<file path="config.mk">
export PLATFORM = sky130hd
export DESIGN_NAME = complex_mac_pipe
export DESIGN_NICKNAME = d
export VERILOG_FILES = /design/src/rtl/complex_pkg.sv /design/src/rtl/cmac_round_sat.sv /design/src/rtl/complex_mac_pipe.sv
export SDC_FILE = /design/constraint.sdc
export NUM_CORES = 2
export LEC_CHECK = 0
export ABC_AREA = 0
export CAP_MARGIN = 10
export CORE_MARGIN = 2
export CORE_UTILIZATION = 60
export DETAILED_ROUTE_END_ITERATION = 8
export MAX_ROUTING_LAYER = met4
export PLACE_DENSITY = 0.8
export SETUP_SLACK_MARGIN = 0.4
export SLEW_MARGIN = 25
export SYNTH_ARGS = -nofsm -noshare
export SYNTH_HDL_FRONTEND = slang
export SYNTH_SLANG_ARGS = --single-unit
</file>
<file path="constraint.sdc">
create_clock -name clk_i -period 13.1 [get_ports clk_i]
set_input_delay 2.62 -clock clk_i [delete_from_list [all_inputs] [get_ports clk_i]]
set_output_delay 2.62 -clock clk_i [all_outputs]
set_load 0.05 [all_outputs]
</file>
<file path="src/rtl/complex_pkg.sv">
// Shared types and width helpers for the streaming complex MAC datapath.
package complex_pkg;

  localparam int DEF_DATA_WIDTH = 16;
  localparam int DEF_FRAC_BITS  = 15;
  localparam int DEF_GUARD_BITS = 4;

  function automatic int acc_width(input int data_width, input int guard_bits);
    return 2 * data_width + 2 + guard_bits;
  endfunction

  localparam int DEF_ACC_WIDTH = acc_width(DEF_DATA_WIDTH, DEF_GUARD_BITS);

  typedef struct packed {
    logic signed [DEF_DATA_WIDTH-1:0] re;
    logic signed [DEF_DATA_WIDTH-1:0] im;
  } cplx_t;

  typedef struct packed {
    logic valid;
    logic conj;
    logic acc;
    logic last;
  } stage_ctrl_t;

endpackage

</file>
<file path="src/rtl/cmac_round_sat.sv">
// Round-half-up by FRAC_BITS and clamp a wide signed value to OUT_WIDTH bits.
module cmac_round_sat #(
  parameter int IN_WIDTH  = 38,
  parameter int OUT_WIDTH = 16,
  parameter int FRAC_BITS = 15
) (
  input  logic signed [IN_WIDTH-1:0]  din,
  output logic signed [OUT_WIDTH-1:0] dout,
  output logic                        sat
);

  localparam int XW = IN_WIDTH + 1;

  localparam logic signed [XW-1:0] HALF =
    {{(XW-FRAC_BITS){1'b0}}, 1'b1, {(FRAC_BITS-1){1'b0}}};
  localparam logic signed [XW-1:0] MAXV =
    {{(XW-OUT_WIDTH+1){1'b0}}, {(OUT_WIDTH-1){1'b1}}};
  localparam logic signed [XW-1:0] MINV =
    {{(XW-OUT_WIDTH+1){1'b1}}, {(OUT_WIDTH-1){1'b0}}};

  // One extra bit so the rounding bias can never wrap the input.
  logic signed [XW-1:0] biased;
  logic signed [XW-1:0] shifted;

  assign biased  = {din[IN_WIDTH-1], din} + HALF;
  assign shifted = biased >>> FRAC_BITS;

  always_comb begin
    dout = shifted[OUT_WIDTH-1:0];
    sat  = 1'b0;
    if (shifted > MAXV) begin
      dout = {1'b0, {(OUT_WIDTH-1){1'b1}}};
      sat  = 1'b1;
    end else if (shifted < MINV) begin
      dout = {1'b1, {(OUT_WIDTH-1){1'b0}}};
      sat  = 1'b1;
    end
  end

endmodule

</file>
<file path="src/rtl/complex_mac_pipe.sv">
// Pipelined complex multiply / multiply-accumulate with a single global stall enable.
module complex_mac_pipe
  import complex_pkg::*;
#(
  parameter int DATA_WIDTH = DEF_DATA_WIDTH,
  parameter int FRAC_BITS  = DEF_FRAC_BITS,
  parameter int GUARD_BITS = DEF_GUARD_BITS,
  parameter int ACC_WIDTH  = acc_width(DATA_WIDTH, GUARD_BITS)
) (
  input  logic                  clk_i,
  input  logic                  rst_i,
  input  logic                  in_valid_i,
  output logic                  in_ready_o,
  input  logic [DATA_WIDTH-1:0] a_re_i,
  input  logic [DATA_WIDTH-1:0] a_im_i,
  input  logic [DATA_WIDTH-1:0] b_re_i,
  input  logic [DATA_WIDTH-1:0] b_im_i,
  input  logic                  in_conj_i,
  input  logic                  in_acc_i,
  input  logic                  in_last_i,
  output logic                  out_valid_o,
  input  logic                  out_ready_i,
  output logic [DATA_WIDTH-1:0] c_re_o,
  output logic [DATA_WIDTH-1:0] c_im_o,
  output logic                  c_sat_o
);

  localparam int OW = DATA_WIDTH + 1;
  localparam int PW = 2 * OW;
  localparam int XW = ACC_WIDTH - PW;

  logic en;

  stage_ctrl_t s1_ctrl, s2_ctrl, s3_ctrl;
  logic signed [OW-1:0] s1_a_re, s1_a_im, s1_b_re, s1_b_im;
  logic signed [PW-1:0] s2_ac, s2_bd, s2_ad, s2_bc;
  logic signed [ACC_WIDTH-1:0] s3_re, s3_im;
  logic signed [ACC_WIDTH-1:0] acc_re, acc_im;
  logic signed [ACC_WIDTH-1:0] sum_re, sum_im;
  logic signed [OW-1:0] b_im_x;
  logic [DATA_WIDTH-1:0] rs_re, rs_im;
  logic sat_re, sat_im, emit;

  assign en         = !out_valid_o || out_ready_i;
  assign in_ready_o = en;

  // Widening before negation keeps -(-full scale) exact under conjugation.
  assign b_im_x = $signed({b_im_i[DATA_WIDTH-1], b_im_i});

  always_ff @(posedge clk_i or posedge rst_i) begin
    if (rst_i) begin
      s1_ctrl <= '0;
      s1_a_re <= '0;
      s1_a_im <= '0;
      s1_b_re <= '0;
      s1_b_im <= '0;
    end else if (en) begin
      s1_ctrl <= '{valid: in_valid_i, conj: in_conj_i, acc: in_acc_i,
                   last: in_acc_i & in_last_i};
      s1_a_re <= $signed({a_re_i[DATA_WIDTH-1], a_re_i});
      s1_a_im <= $signed({a_im_i[DATA_WIDTH-1], a_im_i});
      s1_b_re <= $signed({b_re_i[DATA_WIDTH-1], b_re_i});
      s1_b_im <= in_conj_i ? -b_im_x : b_im_x;
    end
  end

  always_ff @(posedge clk_i or posedge rst_i) begin
    if (rst_i) begin
      s2_ctrl <= '0;
      s2_ac   <= '0;
      s2_bd   <= '0;
      s2_ad   <= '0;
      s2_bc   <= '0;
    end else if (en) begin
      s2_ctrl <= s1_ctrl;
      s2_ac   <= s1_a_re * s1_b_re;
      s2_bd   <= s1_a_im * s1_b_im;
      s2_ad   <= s1_a_re * s1_b_im;
      s2_bc   <= s1_a_im * s1_b_re;
    end
  end

  always_ff @(posedge clk_i or posedge rst_i) begin
    if (rst_i) begin
      s3_ctrl <= '0;
      s3_re   <= '0;
      s3_im   <= '0;
    end else if (en) begin
      s3_ctrl <= s2_ctrl;
      s3_re   <= {{XW{s2_ac[PW-1]}}, s2_ac} - {{XW{s2_bd[PW-1]}}, s2_bd};
      s3_im   <= {{XW{s2_ad[PW-1]}}, s2_ad} + {{XW{s2_bc[PW-1]}}, s2_bc};
    end
  end

  assign sum_re = s3_ctrl.acc ? acc_re + s3_re : s3_re;
  assign sum_im = s3_ctrl.acc ? acc_im + s3_im : s3_im;
  assign emit   = s3_ctrl.valid && (!s3_ctrl.acc || s3_ctrl.last);

  cmac_round_sat #(
    .IN_WIDTH (ACC_WIDTH),
    .OUT_WIDTH(DATA_WIDTH),
    .FRAC_BITS(FRAC_BITS)
  ) u_rs_re (
    .din (sum_re),
    .dout(rs_re),
    .sat (sat_re)
  );

  cmac_round_sat #(
    .IN_WIDTH (ACC_WIDTH),
    .OUT_WIDTH(DATA_WIDTH),
    .FRAC_BITS(FRAC_BITS)
  ) u_rs_im (
    .din (sum_im),
    .dout(rs_im),
    .sat (sat_im)
  );

  // Non-last accumulate beats only update the running sum; pass-through beats leave it alone.
  always_ff @(posedge clk_i or posedge rst_i) begin
    if (rst_i) begin
      acc_re <= '0;
      acc_im <= '0;
    end else if (en && s3_ctrl.valid && s3_ctrl.acc) begin
      if (s3_ctrl.last) begin
        acc_re <= '0;
        acc_im <= '0;
      end else begin
        acc_re <= sum_re;
        acc_im <= sum_im;
      end
    end
  end

  always_ff @(posedge clk_i or posedge rst_i) begin
    if (rst_i) begin
      out_valid_o <= 1'b0;
      c_re_o      <= '0;
      c_im_o      <= '0;
      c_sat_o     <= 1'b0;
    end else if (en) begin
      out_valid_o <= emit;
      if (emit) begin
        c_re_o  <= rs_re;
        c_im_o  <= rs_im;
        c_sat_o <= sat_re | sat_im;
      end
    end
  end

endmodule

</file>
=== Yosys cells after proc, flatten, opt, wreduce, memory -nomap -nowiden ===
Index checks and enable logic that the tools add are counted.

* Register bits after elaboration: 390
* Bits in latches: 0
* Memory bits (writable): 0
* Bits in read-only memories: 0
* Input bits: 71
* Output and inout bits: 35
* Logic and storage cells: 63
* Memories: 0

* Add/subtract/negate cells: 7
* Multipliers: 4
* Div/mod/pow operators: 0
* Order comparisons: 4
* Eq/ne operators: 0
* Shift operators: 0
* Multiplexer cells: 13
* Bitwise operators: 2
* Reduce and logical (&&, ||, !) cells: 8

{| class="wikitable"
|+ Operators by type and width
! kind !! number
|-
| $mux 38 || 4
|-
| $add 38x16->39 const B || 2
|-
| $add 38x38->38 || 2
|-
| $mul 16x17->33 || 2
|-
| $mul 16x16->32 || 2
|-
| $mux 16 || 4
|-
| $gt 24x16->1 const B || 2
|-
| $lt 24x16->1 const B || 2
|-
| $add 33x32->34 || 1
|-
| $sub 32x33->34 || 1
|-
| $mux 17 || 1
|-
| $neg 16->17 || 1
|-
| $mux 1 || 4
|-
| $logic_and 1x1->1 || 3
|-
| $logic_not 1->1 || 2
|-
| $logic_or 1x1->1 || 2
|-
| $reduce_and 2->1 || 1
|-
| $and 1x1->1 || 1
|-
| $or 1x1->1 || 1
|}

=== Longest topological paths before layout ===
* Depth after elaboration: 7
* Depth in mapped cells: 29
* Depth with buffers taken out: 27

=== Cells and area by module ===
From an unflattened synthesis, not the netlist that was laid out.

* Cells, all modules: 7,005
* Area, all modules: 63,372.0 sq um

{| class="wikitable"
|+ Modules (own cells, without submodules)
! module !! instances !! cells an instance !! area an instance (sq um) !! seq. area each (sq um)
|-
| complex_mac_pipe || 1 || 6,779 || 61,785.5 || 9,559.2
|-
| cmac_round_sat || 2 || 113 || 793.3 || 0.0
|}

=== Least setup slack after synthesis ===
Ideal clock, no wire load.

* Kind: reg2reg
* Start: reg s1_a_im[10]
* End: reg s2_bc[31] (netlist name)
* Setup time: 0.133 ns
* Arrival: 6.641 ns
* Required time: 12.967 ns
* Setup slack: 6.326 ns
* Cell stages (with the launch flop): 26
* Buffers on the path: 1
* Clock period less this slack: 6.774 ns
* Path through: dfrtp_1 -> clkbuf_1 -> nand2_1 -> fa_1 -> inv_1 -> fa_1 -> inv_1 -> fa_1 -> fa_1 -> fa_1 -> fa_1 -> inv_1 -> ha_1 -> a21o_1 -> a21oi_1 -> nor2b_1 -> a311oi_1 -> o31a_1 -> o21ai_0 -> nor4_1 -> nor2_1 -> and4_1 -> a2111oi_0 -> a21oi_1 -> xnor2_1 -> o21ai_0

* Cells in the longest elaborated chain, start to end: 1

{| class="wikitable"
|+ RTL lines
! item !! line !! source
|-
| start, declared || complex_mac_pipe.sv:35 || <nowiki>logic signed [OW-1:0] s1_a_re, s1_a_im, s1_b_re, s1_b_im;</nowiki>
|-
| start signal, assigned || complex_mac_pipe.sv:61 || <nowiki>s1_a_im <= $signed({a_im_i[DATA_WIDTH-1], a_im_i});</nowiki>
|-
| $mul 16x16->32 || complex_mac_pipe.sv:79 || <nowiki>s2_bc <= s1_a_im * s1_b_re;</nowiki>
|}

No other way between the ends.
A chain may end at the register's enable or synchronous reset.

=== Worst setup path in the final report ===
* Start: reg s1_b_re[2]
* End: reg s2_bc[31] (netlist name)

* Cells in the longest elaborated chain, start to end: 1

{| class="wikitable"
|+ RTL lines
! item !! line !! source
|-
| start, declared || complex_mac_pipe.sv:35 ||
|-
| start signal, assigned || complex_mac_pipe.sv:62 || <nowiki>s1_b_re <= $signed({b_re_i[DATA_WIDTH-1], b_re_i});</nowiki>
|-
| $mul 16x16->32 || complex_mac_pipe.sv:79 ||
|}

No other way between the ends.

==> qor.csv <==
metric,value,unit
overall global routing resource usage,0.325,
Tightest Hold Check Type,reg2reg,
GR Overflow Total,0,
H-tree depth,2,
core area,0.105,mm²
"slowest stage cell, crit path",dfrtp_1,
"Hold Violations, Final",0,
Hold WS,0.472,ns
Final Non-Filler Cells,8524,
setup TNS,0,ns
GPL Wtd Cong,0.961,
CTS Buf Count,50,
Layout area overhead,6.02,%
synthesized area,0.0635,mm²
Synth Warn #,0,
Via Count,49300,
critical path capture point type,flop,
initial antenna violation count,4,
ranking of synthesized cells by area,"fa_1 (34%), dfrtp_1 (15%), ha_1 (9.4%)",
DRC Markers,0,
unrepaired setup endpoints after global routing,false,
worst slew pin tran,1.02,ns
DR pass1 iterations,8,
CP max FO,17,
Row Count,119,
IO Pins,106,
Root Driver,clkbuf_16,
post-cts hold buffer count,0,
die height,329,µm
CTS resizes,0,
count of cell types in the netlist,108,
Final nets,8718,
placed instance count,8431,
"area leader, netlist",fa_1,
fmax,126,MHz
Clock Latency Late Sink,0.70,ns
status,"finished, final reports clean",
first-pass GRT wire length,270000,µm
# setup viols final,0,
final WL,167000,µm
Synth Instances,7190,
WP data required,13.59,ns
Synth top area share,0.341,
Routed Antenna Nets,0,
CTS max path bufs,3,
DP HPWL,127000,µm
Die ar.,0.108,mm²
via/cell ratio,5.78,
reg2reg setup slack,5.18,ns
Crit path top cell by count,fa_1,
pins over their slew limit,0,
final period demand of the worst path,7.92,ns
"flops & latches, synth",382,
Worst Skew,0.0677,ns
Initial Utilization,0.604,
CP Data Arrival Time,8.41,ns
DR iter-0 viols,3986,
Crit path largest cell delay,0.80,ns
largest net degree at the start of global routing,190,
share of cells above drive strength 1,0.0345,
setup bufs post-CTS,0,
max-cap viol count,0,
"CTS clk-pin slew, worst paths",0.06,ns
vias in the first global route,50900,
Post-synth ARST share,1.00,
routed len/inst,19.5,µm
Relative slew margins,0.319,
Die W,329,µm
startpoint types,flop,
CP Class,reg2reg,
Sinks on Clock Net,382,
Syn Nets,8816,
final worst path period share,0.605,
post-synthesis sequential area ratio,0.151,
port bufs,105,
CTS tree,built,
number of synthesized flops with an enable pin,0,
Main synth FF type,dfrtp_1,
"Avg Cell Area, Syn",8.82,µm²
==> cell families after synthesis <==
group / Yosys count / synth area share
compound gates: 1044 / 0.108
xor+xnor: 282 / 0.0390
fa+ha+maj: 1555 / 0.434
buf+inv: 1662 / 0.0994
flops: 382 / 0.151
mux: 28 / 0.00467
simple gates: 2237 / 0.164
==> path summary, 6_finish.rpt <==
path | to | start | depth (start not counted)
max in group asynchronous | acc_im[2] | rst_i | 5
min | s1_ctrl[3] | s1_ctrl[3] | 2
max | s2_bc[31] | s1_b_re[2] | 25
max reg2reg | s2_bc[31] | s1_b_re[2] | 25
min reg2reg | s1_ctrl[3] | s1_ctrl[3] | 2
min in group asynchronous | acc_re[37] | rst_i | 3
==> flip-flops by register name (all words and copies together) (netlist names), 32 cells and up <==
signal / cells
acc_im: 38
acc_re: 38
s3_im: 34
s3_re: 34
s2_ad: 33
s2_bd: 33
s2_ac: 32
s2_bc: 32
==> critical path, delay by kind of cell, from the launching register on <==
| kind | cells | cell delay, ns |
|---|---|---|
| buf+inv | 6 | 0.68 |
| fa+ha+maj | 7 | 3.25 |
| simple gates | 5 | 1.10 |
| flops | 1 | 0.80 |
| xor+xnor | 1 | 0.19 |
| compound gates | 6 | 1.69 |
==> cell usage in the layout, fill, tap and decap left out, types with 11 or more instances in the layout <==
master / netlist / routed
a21o_1: 85 / 85
o21ai_0: 258 / 258
nor3_1: 59 / 59
or3_1: 25 / 25
nor2_1: 308 / 308
fa_1: 1080 / 1080
a211oi_1: 28 / 27
and2_1: 410 / 410
clkdlybuf4s50_1: 0 / 105
o21a_1: 60 / 60
xnor2_1: 162 / 162
nand2b_1: 82 / 82
o31ai_1: 44 / 44
clkbuf_16: 0 / 50
and3_1: 32 / 32
a22o_1: 20 / 20
nor2b_1: 35 / 34
nand2_1: 1115 / 1115
xor2_1: 119 / 119
mux2i_1: 18 / 18
o21bai_1: 32 / 32
a21oi_1: 281 / 281
inv_1: 1322 / 1320
o211ai_1: 37 / 37
dfrtp_1: 382 / 381
nand4_1: 26 / 26
buf_4: 2 / 79
a31oi_1: 36 / 36
or2_2: 18 / 18
ha_1: 475 / 475
a21boi_0: 11 / 11
nand3_1: 67 / 66
==> layer usage <==
metal | part of all wire | track usage | up-vias
met4 | 0.045 | 0.133 | 0
li1 | - | - | 22200
met2 | 0.46 | 0.505 | 2052
met1 | 0.41 | 0.424 | 24600
met3 | 0.088 | 0.0584 | 468
met5 | 0 | - | -
==> metrics by stage <==
stage / utilization / setup slack (ns) / area [µm²]
after floorplan: - / 5.35 / 63500
after global placement: 0.624 / 5.46 / 65600
after detailed placement: 0.624 / 5.35 / 65600
after CTS: 0.640 / 5.33 / 67200
after global routing: 0.640 / 4.57 / 67300
final: 0.640 / 5.18 / 67300
==> area by class of cell <==
| class | instances | area, µm² |
|---|---|---|
| timing repair buffer | 188 | 1710 |
| inverter | 1324 | 4980 |
| clock buffer | 68 | 1400 |
| antenna | 5 | 12.5 |
| fill | 8570 | 37800 |
| sequential | 382 | 9560 |
| clock inverter | 20 | 264 |
| multi-input combinational | 5146 | 47600 |
| tap | 1391 | 1740 |
==> synthesized netlist by cell type, types with 10 or more instances <==
library cell / count
o21bai_1: 32
a2111oi_0: 10
dfrtp_1: 382
fa_1: 1080
and2_1: 410
nand2_1: 1115
a31oi_1: 36
nor2b_1: 35
clkbuf_1: 299
a21boi_0: 11
nand4_1: 26
xnor2_1: 162
o41ai_1: 10
xor2_1: 119
and3_1: 32
a22o_1: 20
o21ai_0: 258
o211ai_1: 37
nor2_1: 308
or2_2: 18
o21a_1: 60
o31ai_1: 44
or3_1: 25
buf_2: 19
o211ai_2: 10
a21oi_1: 281
buf_1: 13
ha_1: 475
nand2b_1: 82
nand3_1: 67
inv_1: 1322
a21o_1: 85
mux2i_1: 18
nor3_1: 59
nor4_1: 10
a211oi_1: 28
Power is left out: the tool's default activity adds up to more than one toggle a clock period on the data nets, which glitch-free logic cannot reach.
